--- src/rtl/div_unit.sv ---
// Radix-2 restoring divider for DIV/DIVU issued from EX.
// Yields {remainder, quotient} and stalls the pipe while busy.
module div_unit #(
   parameter int unsigned WIDTH = 32
) (
   input  logic                 clk,
   input  logic                 rst,
   input  logic                 start,
   input  logic                 signed_div,
   input  logic [WIDTH-1:0]     opdata1,
   input  logic [WIDTH-1:0]     opdata2,
   input  logic                 annul,
   output logic [2*WIDTH-1:0]   result,
   output logic                 ready,
   output logic                 stallreq_for_ex
);

   localparam int unsigned CW = $clog2(WIDTH);
   localparam logic [CW-1:0] LAST = CW'(WIDTH - 1);

   typedef enum logic [1:0] {
      IDLE,
      BYZERO,
      RUN,
      DONE
   } state_t;

   state_t               state_q, state_d;
   logic [WIDTH-1:0]     rem_q, rem_d;
   logic [WIDTH-1:0]     quo_q, quo_d;
   logic [WIDTH-1:0]     dvs_q, dvs_d;
   logic [CW-1:0]        cnt_q, cnt_d;
   logic                 negq_q, negq_d;
   logic                 negr_q, negr_d;
   logic [2*WIDTH-1:0]   result_q, result_d;
   logic                 ready_q, ready_d;

   logic [WIDTH:0]       rem_sh;
   logic [WIDTH-1:0]     rem_sub;
   logic                 ge;
   logic [WIDTH-1:0]     rem_nx;
   logic [WIDTH-1:0]     quo_nx;
   logic [WIDTH-1:0]     q_fix;
   logic [WIDTH-1:0]     r_fix;
   logic [WIDTH-1:0]     abs1;
   logic [WIDTH-1:0]     abs2;

   // One restoring step plus the final sign fix-up of its outcome.
   always_comb begin
      rem_sh  = {rem_q, quo_q[WIDTH-1]};
      ge      = rem_sh >= {1'b0, dvs_q};
      rem_sub = rem_sh[WIDTH-1:0] - dvs_q;
      rem_nx  = ge ? rem_sub : rem_sh[WIDTH-1:0];
      quo_nx  = {quo_q[WIDTH-2:0], ge};
      q_fix   = negq_q ? -quo_nx : quo_nx;
      r_fix   = negr_q ? -rem_nx : rem_nx;
      abs1    = (signed_div && opdata1[WIDTH-1]) ? -opdata1 : opdata1;
      abs2    = (signed_div && opdata2[WIDTH-1]) ? -opdata2 : opdata2;
   end

   // Next-state and datapath control; annul overrides every transition.
   always_comb begin
      state_d  = state_q;
      rem_d    = rem_q;
      quo_d    = quo_q;
      dvs_d    = dvs_q;
      cnt_d    = cnt_q;
      negq_d   = negq_q;
      negr_d   = negr_q;
      result_d = result_q;
      ready_d  = ready_q;
      unique case (state_q)
         IDLE: begin
            ready_d = 1'b0;
            if (start && !annul) begin
               if (opdata2 == '0) begin
                  state_d = BYZERO;
               end else begin
                  state_d = RUN;
                  rem_d   = '0;
                  quo_d   = abs1;
                  dvs_d   = abs2;
                  cnt_d   = '0;
                  negq_d  = signed_div
                          & (opdata1[WIDTH-1] ^ opdata2[WIDTH-1]);
                  negr_d  = signed_div & opdata1[WIDTH-1];
               end
            end
         end
         BYZERO: begin
            if (annul) begin
               state_d = IDLE;
               ready_d = 1'b0;
            end else begin
               state_d  = DONE;
               result_d = '0;
               ready_d  = 1'b1;
            end
         end
         RUN: begin
            if (annul) begin
               state_d = IDLE;
               ready_d = 1'b0;
            end else begin
               rem_d = rem_nx;
               quo_d = quo_nx;
               cnt_d = cnt_q + CW'(1);
               if (cnt_q == LAST) begin
                  state_d  = DONE;
                  result_d = {r_fix, q_fix};
                  ready_d  = 1'b1;
               end
            end
         end
         DONE: begin
            if (annul || !start) begin
               state_d = IDLE;
               ready_d = 1'b0;
            end
         end
         default: begin
            state_d = IDLE;
            ready_d = 1'b0;
         end
      endcase
   end

   // State and datapath registers, cleared asynchronously.
   always_ff @(posedge clk or negedge rst) begin
      if (!rst) begin
         state_q  <= IDLE;
         rem_q    <= '0;
         quo_q    <= '0;
         dvs_q    <= '0;
         cnt_q    <= '0;
         negq_q   <= 1'b0;
         negr_q   <= 1'b0;
         result_q <= '0;
         ready_q  <= 1'b0;
      end else begin
         state_q  <= state_d;
         rem_q    <= rem_d;
         quo_q    <= quo_d;
         dvs_q    <= dvs_d;
         cnt_q    <= cnt_d;
         negq_q   <= negq_d;
         negr_q   <= negr_d;
         result_q <= result_d;
         ready_q  <= ready_d;
      end
   end

   assign result          = result_q;
   assign ready           = ready_q;
   assign stallreq_for_ex = start & ~ready_q & ~annul;

endmodule

--- config.mk ---
export PLATFORM = sky130hd
export DESIGN_NAME = div_unit
export DESIGN_NICKNAME = d
export VERILOG_FILES = /design/src/rtl/div_unit.sv
export SDC_FILE = /design/constraint.sdc
export NUM_CORES = 1
export LEC_CHECK = 0
export CAP_MARGIN = 20
export CORE_AREA = 10 10 155 157
export CTS_CLUSTER_SIZE = 20
export DETAILED_ROUTE_END_ITERATION = 10
export DIE_AREA = 0 0 165 167
export DONT_BUFFER_PORTS = 1
export HOLD_SLACK_MARGIN = 0.15
export PLACE_DENSITY = 0.8
export SLEW_MARGIN = 0
export SYNTH_ARGS = -nofsm -noshare
export SYNTH_HDL_FRONTEND = slang
export SYNTH_SLANG_ARGS = --single-unit
export TNS_END_PERCENT = 10
--- constraint.sdc ---
create_clock -name clk -period 4.8 [get_ports clk]
set_input_delay 0.48 -clock clk [delete_from_list [all_inputs] [get_ports clk]]
set_output_delay 0.48 -clock clk [all_outputs]
set_load 0.02 [all_outputs]
Yosys cells after proc, flatten, opt, wreduce, memory -nomap -nowiden
Cells that the tools add are included.
W data, S select, Z words.
{ "word_totals": {"ramBits": 0, "memories": 0, "latch_bits": 0, "rom_bits": 0, "elab_cells": 83, "regBits": 170} }
{ "op_classes": {"n_eq_ne": 11, "n_reduce_logical": 15, "addsub": 6, "n_bitwise": 8, "n_div": 0, "muxes": 33, "order_cmp": 1, "n_shift": 0, "multipliers": 0} }
{ "op_table": {"columns": ["op", "n"], "rows": [
  ["$mux W32", 11],
  ["$mux W64", 3],
  ["$neg A32 Y32", 4],
  ["$pmux W32 S2", 2],
  ["$pmux W64 S2", 1],
  ["$ge A33 B32 Y1", 1],
  ["$logic_not A32 Y1", 1],
  ["$sub A32 B32 Y32", 1],
  ["$mux W5", 3],
  ["$mux W2", 6],
  ["$ne A2 B2 Y1 const B", 6],
  ["$pmux W5 S2", 1],
  ["$pmux W2 S4", 1],
  ["$reduce_and A4 Y1", 2],
  ["$reduce_and A3 Y1", 2],
  ["$add A5 B1 Y5 const B", 1],
  ["$eq A5 B5 Y1 const B", 1],
  ["$and A1 B1 Y1", 4],
  ["$eq A2 B2 Y1 const B", 2],
  ["$mux W1", 4],
  ["$pmux W1 S4", 1],
  ["$reduce_bool A2 Y1", 2],
  ["$logic_and A1 B1 Y1", 3],
  ["$ne A3 B3 Y1 const B", 1],
  ["other kinds (7)", 10]
]} }

Longest topological paths before layout
{ "depth": {"ltp_word": 7, "depth_mapped": 24} }

Worst setup path before layout
Ideal clock, no wire load.
{ "synth_path": {"kind": "reg-to-reg", "start": "register rem_q[7]", "end": "register result_q[56], in the netlist result[56]", "path_stages_with_launch": 23, "path_buffers": 4, "arrival_ns": 4.982, "t_required_ns": 4.724, "setup_slack_ns": -0.259, "setup_time_ns": 0.076, "synth_period_minus_slack_ns": 5.059, "path_cell_list": "dfrtp_1 > ha_1 > clkbuf_1 > a21oi_1 > o21ai_0 > a22oi_1 > nand2_1 > a31oi_4 > nand2_8 > buf_2 > buf_2 > buf_2 > o21ai_0 > ha_1 > inv_1 > or3_1 > or3_1 > or4_1 > o41a_1 > nor4b_2 > a41oi_1 > xor2_1 > o21ai_1"} }
{ "synth_via": {"elab_chain_len": 7} }
{ "synth_lines": {"columns": ["element", "line", "text"], "rows": [
  ["start, declared", "29", "logic [WIDTH-1:0] rem_q, rem_d;"],
  ["start signal, assigned", "142", "rem_q <= rem_d;"],
  ["$sub A32 B32 Y32 or $ge A33 B32 Y1 (tied branches)", "52, 51", null],
  ["$mux W32 (*)", "53", "rem_nx = ge ? rem_sub : rem_sh[WIDTH-1:0];"],
  ["$neg A32 Y32", "56", "r_fix = negr_q ? -rem_nx : rem_nx;"],
  ["$mux W32 (*)", "56", null],
  ["$mux W64 (*)", "108", "if (cnt_q == LAST) begin"],
  ["$mux W64 (*)", "101", "if (annul) begin"],
  ["$pmux W64 S2 (*)", "72", "unique case (state_q)"],
  ["end signal, assigned", "148", "result_q <= result_d;"],
  ["end, declared", "35", "logic [2*WIDTH-1:0] result_q, result_d;"]
]} }
Every way passes the cells marked *; elsewhere a longest branch is shown, timed or not. The select of a mux whose other input is x is not followed.
A chain may end at the register's enable or synchronous reset.

Worst setup path after layout
{ "layout_path": {"start": "register dvs_q[28]", "end": "register result_q[58], in the netlist result[58]"} }
{ "layout_via": {"elab_chain_len": 7} }
{ "layout_lines": {"columns": ["element", "line", "text"], "rows": [
  ["start, declared", "31", "logic [WIDTH-1:0] dvs_q, dvs_d;"],
  ["start signal, assigned", "144", "dvs_q <= dvs_d;"],
  ["$ge A33 B32 Y1 (*)", "51", "ge = rem_sh >= {1'b0, dvs_q};"],
  ["$mux W32 (*)", "53", null],
  ["$neg A32 Y32", "56", null],
  ["$mux W32 (*)", "56", null],
  ["$mux W64 (*)", "108", null],
  ["$mux W64 (*)", "101", null],
  ["$pmux W64 S2 (*)", "72", null]
]} }
Marks and branches as above.

==> results.py <==
metrics = {
    "status": {
        "status": "complete, no violations",
    },
    "yosys": {
        "ys_ff_latch": 170,
        "synth_top_family_by_area": "compound AO/OA/AOI/OAI gates",
        "synth_warnings": 0,
        "synth_nets": 1610,
        "synthSimpleGateAreaFrac_pct": 19.98,
        "synth_mux_area_share_pct": 2.653,
        "synthFlopType": "dfrtp_1",
        "synth_async_sr_flop_share_pct": 100.0,
        "synth_area_um2": 12220,
        "ys_types": 86,
        "synth_xor_area_share_pct": 9.894,
        "avgSynthCellArea_um2": 8.155,
        "synth_compound_area_share_pct": 24.06,
        "synth_fa_ha_area_share_pct": 4.466,
        "synthCells": 1498,
        "seq_area_frac_synth_pct": 34.83,
        "synth_edf_count": 0,
    },
    "critical_path": {
        "r2r_slack_ps": 170,
        "crit_path_end_kind": "flip-flop",
        "worstPathRequired_ps": 5080,
        "endpoint": "result[58]",
        "reg2reg_depth": 21,
        "crit_type": "flip-flop to flip-flop",
        "cp.arrival_ps": 4910,
        "cp_max_fo": 7,
        "reg2reg_from": "dvs_q[28]",
        "r2r-end": "result[58]",
        "critPathLaunch": "dvs_q[28]",
        "start_kind": "flip-flop",
    },
    "routing": {
        "wirelength_mm": 39.32,
        "vias": 11750,
        "wl_per_cell_um": 21.73,
        "drc": 0,
        "drt_iter0_markers": 1521,
        "vias_per_cell": 6.494,
        "drtPass1Iterations": 5,
        "final_antenna_net_count": 0,
    },
    "final_layout": {
        "syn_to_final_growth_pct": 13.89,
        "fin_cells": 1809,
        "mostFrequentLayoutCells": "nand2_1 (208), o21ai_0 (174), dfrtp_1 (164)",
        "final_layout_size_suffix_gt1_share_pct": 13.43,
        "fin_nets": 1633,
        "nFillCells": 1736,
        "n_antenna_cell": 0,
        "multiInputGateArea_um2": 7871,
        "layout_commonest_cell": "nand2_1",
        "final_util_pct": 66.81,
        "seqCellArea_um2": 4262,
    },
    "floorplanning": {
        "num_io_pins": 135,
        "chipHeight_um": 167,
        "core_area_um2": 20820,
        "rows": 53,
        "initial_core_util_pct": 58.66,
        "dieArea_um2": 27560,
        "fp.dieW_um": 165,
    },
    "global_routing": {
        "grt_overflow": 0,
        "grt_max_degree": 171,
        "grt_pass1_wl_mm": 61.84,
        "gr-usage-all-layers_pct": 27.91,
        "first_global_vias": 10950,
        "antenna_found_initial": 0,
    },
    "placement": {
        "io_buffers": 0,
        "dp_hpwl_mm": 29.48,
        "dp_cells": 1770,
        "routabilityCongestion": 0.9946,
    },
    "timing": {
        "finalCriticalPeriod_ps": 4630,
        "max_clock_freq_mhz": 216.0,
        "setup_viol": 0,
        "hold_violations": 0,
        "maxSlewHeadroom_pct": 30.36,
        "finClkSkew_ps": 12.39,
        "fin_crit_sh_pct": 96.45,
        "tightest_slew_ps": 1045,
        "tns_ps": 0,
        "slew_viol_final": 0,
    },
    "clock_network": {
        "clk_pin_slew_worst_paths_ps": 80,
        "numCtsBuffers": 17,
        "htreeDepth": 4,
        "cts_tree": "yes",
        "clk_path_buf_depth": 2,
        "clock_latency_ps": 440,
        "root_buffer": "clkbuf_16",
        "cts.sinks": 170,
    },
    "power_and_ir_drop": {
        "leakage_nw": 5.782,
        "power.switching_mw": 3.602,
        "internal-power_mw": 4.036,
        "p_seq_share_pct": 27.8,
        "total_power_mw": 7.638,
        "pwr-share-comb_pct": 53.6,
        "sw_frac_of_total_pct": 47.16,
        "ir_worst_vdd_mv": 0.4979,
        "power.density_nw_per_um2": 549.0,
        "clock_power_share_pct": 18.6,
    },
    "hold_path": {
        "hold_start": "opdata2[31]",
        "hold_path_class": "input pin to flip-flop",
    },
    "run": {
        "maxCapViolations": 0,
    },
}
==> per-stage QoR <==
stage / hold slack (ps) / cell area [um2] / worst slack (ps)
detailed placement: 192.5 / 12820 / -47.69
global placement: 191.2 / 12820 / 167.5
global route: 182.6 / 13910 / -34.46
finish: 169.6 / 13910 / 170.2
floorplan: 184.4 / 12270 / -7.807
CTS: 172.1 / 13510 / 18.14
==> cells in the mapped netlist (4+ instances only) <==
master / instances / area share [%]
o31ai_1: 22 / 1.4
and2_1: 6 / 0.31
o21ai_0: 178 / 7.3
o31a_1: 5 / 0.36
or4_1: 16 / 0.98
nor4_1: 21 / 1.1
nor2_1: 118 / 3.6
clkbuf_1: 56 / 1.7
a31oi_1: 8 / 0.41
a21oi_1: 130 / 5.3
a22o_1: 5 / 0.36
a211oi_1: 11 / 0.68
o41ai_1: 14 / 1.0
or2_2: 6 / 0.31
xnor2_1: 63 / 4.5
inv_1: 50 / 1.5
nand3_1: 17 / 0.70
o41a_1: 4 / 0.37
o21a_1: 8 / 0.49
a21o_1: 12 / 0.74
nor2b_1: 5 / 0.26
a211o_1: 4 / 0.29
dfrtp_1: 170 / 35
nand2_1: 214 / 6.6
nand2b_1: 16 / 0.82
a41oi_1: 5 / 0.36
buf_2: 10 / 0.41
and3_1: 15 / 0.77
a22oi_1: 5 / 0.31
o21ai_1: 20 / 0.82
or3_1: 22 / 1.1
buf_1: 5 / 0.15
nor3_1: 28 / 1.1
nand4_1: 9 / 0.46
mux2i_1: 29 / 2.4
ha_1: 42 / 4.3
o31ai_2: 4 / 0.41
xor2_1: 75 / 5.4
==> flip-flops by register name, summed over array words and instances (netlist names) <==
signal	count
cnt_q	5
dvs_q	32
negq_q	1
negr_q	1
quo_q	32
ready	1
rem_q	32
result	64
state_q	2
==> cells by family after synthesis <==
group                      Yosys count
and+or+nand+nor                    516
adders and majority gates           43
DFF                                170
AOI/OAI and AO/OA                  474
buffers and inverters              125
muxes                               32
xor gates and xnor gates           138
==> critical path, cell delays in order, from the launching register on <==
cell      delay (ps)
dfrtp_1          390
inv_2             80
ha_1             300
a21o_1           210
a31oi_2          190
o21ai_1          100
a31o_4           230
a31oi_4          220
nand2_8          110
buf_4            180
o21ai_4          130
ha_1             160
inv_1             50
or3_1            380
or3_1            340
or4_1            410
o41a_1           190
buf_6            170
a211oi_4         210
a41oi_2          160
xor2_1           180
o21ai_1           80
==> cell type report <==
type / count / area share, %
well taps: 275 / 2.473
repair buffers: 78 / 4.506
flip-flops and latches: 170 / 30.63
inverters: 51 / 1.430
multi-input cells: 1203 / 56.58
clock inverters: 14 / 1.223
clock buffers: 18 / 3.157
==> worst min path at each step <==
stage	depth (start not counted)	end
5_1_grt	2	quo_q[0]
6_report	2	dvs_q[31]
3_5_place_dp	0	cnt_q[1]
3_3_place_gp	0	quo_q[20]
4_1_cts	2	dvs_q[31]
2_1_floorplan	0	cnt_q[0]
==> layer usage <==
layer  global-route usage [%]  part of all wire (%)  routed length (um)
met4                    5.162                   1.3                 495
met1                    42.21                    45               17670
met3                    6.558                    11                4285
met2                    39.50                    43               16860
met5                        0                     0                   0
==> power by group through the flow <==
stage               sequential, mW  combinational, mW  clock (mW)
floorplan                     1.98               2.60           0
global placement              2.09               3.58           0
detailed placement            2.11               3.63           0
CTS                           2.09               3.71        1.42
global route                  2.16               4.47        1.50
finish                        2.12               4.09        1.42
==> timing repair <==
action / CTS / global route
hold endpoints to repair: 171 / 0
resized for setup: 4 / 71
hold buffers: 3 / 0
setup buffers: 0 / 4
pin swaps: 0 / 8
endpoints found under the setup margin: 3 / 7
(Power assumes the default switching activity.)
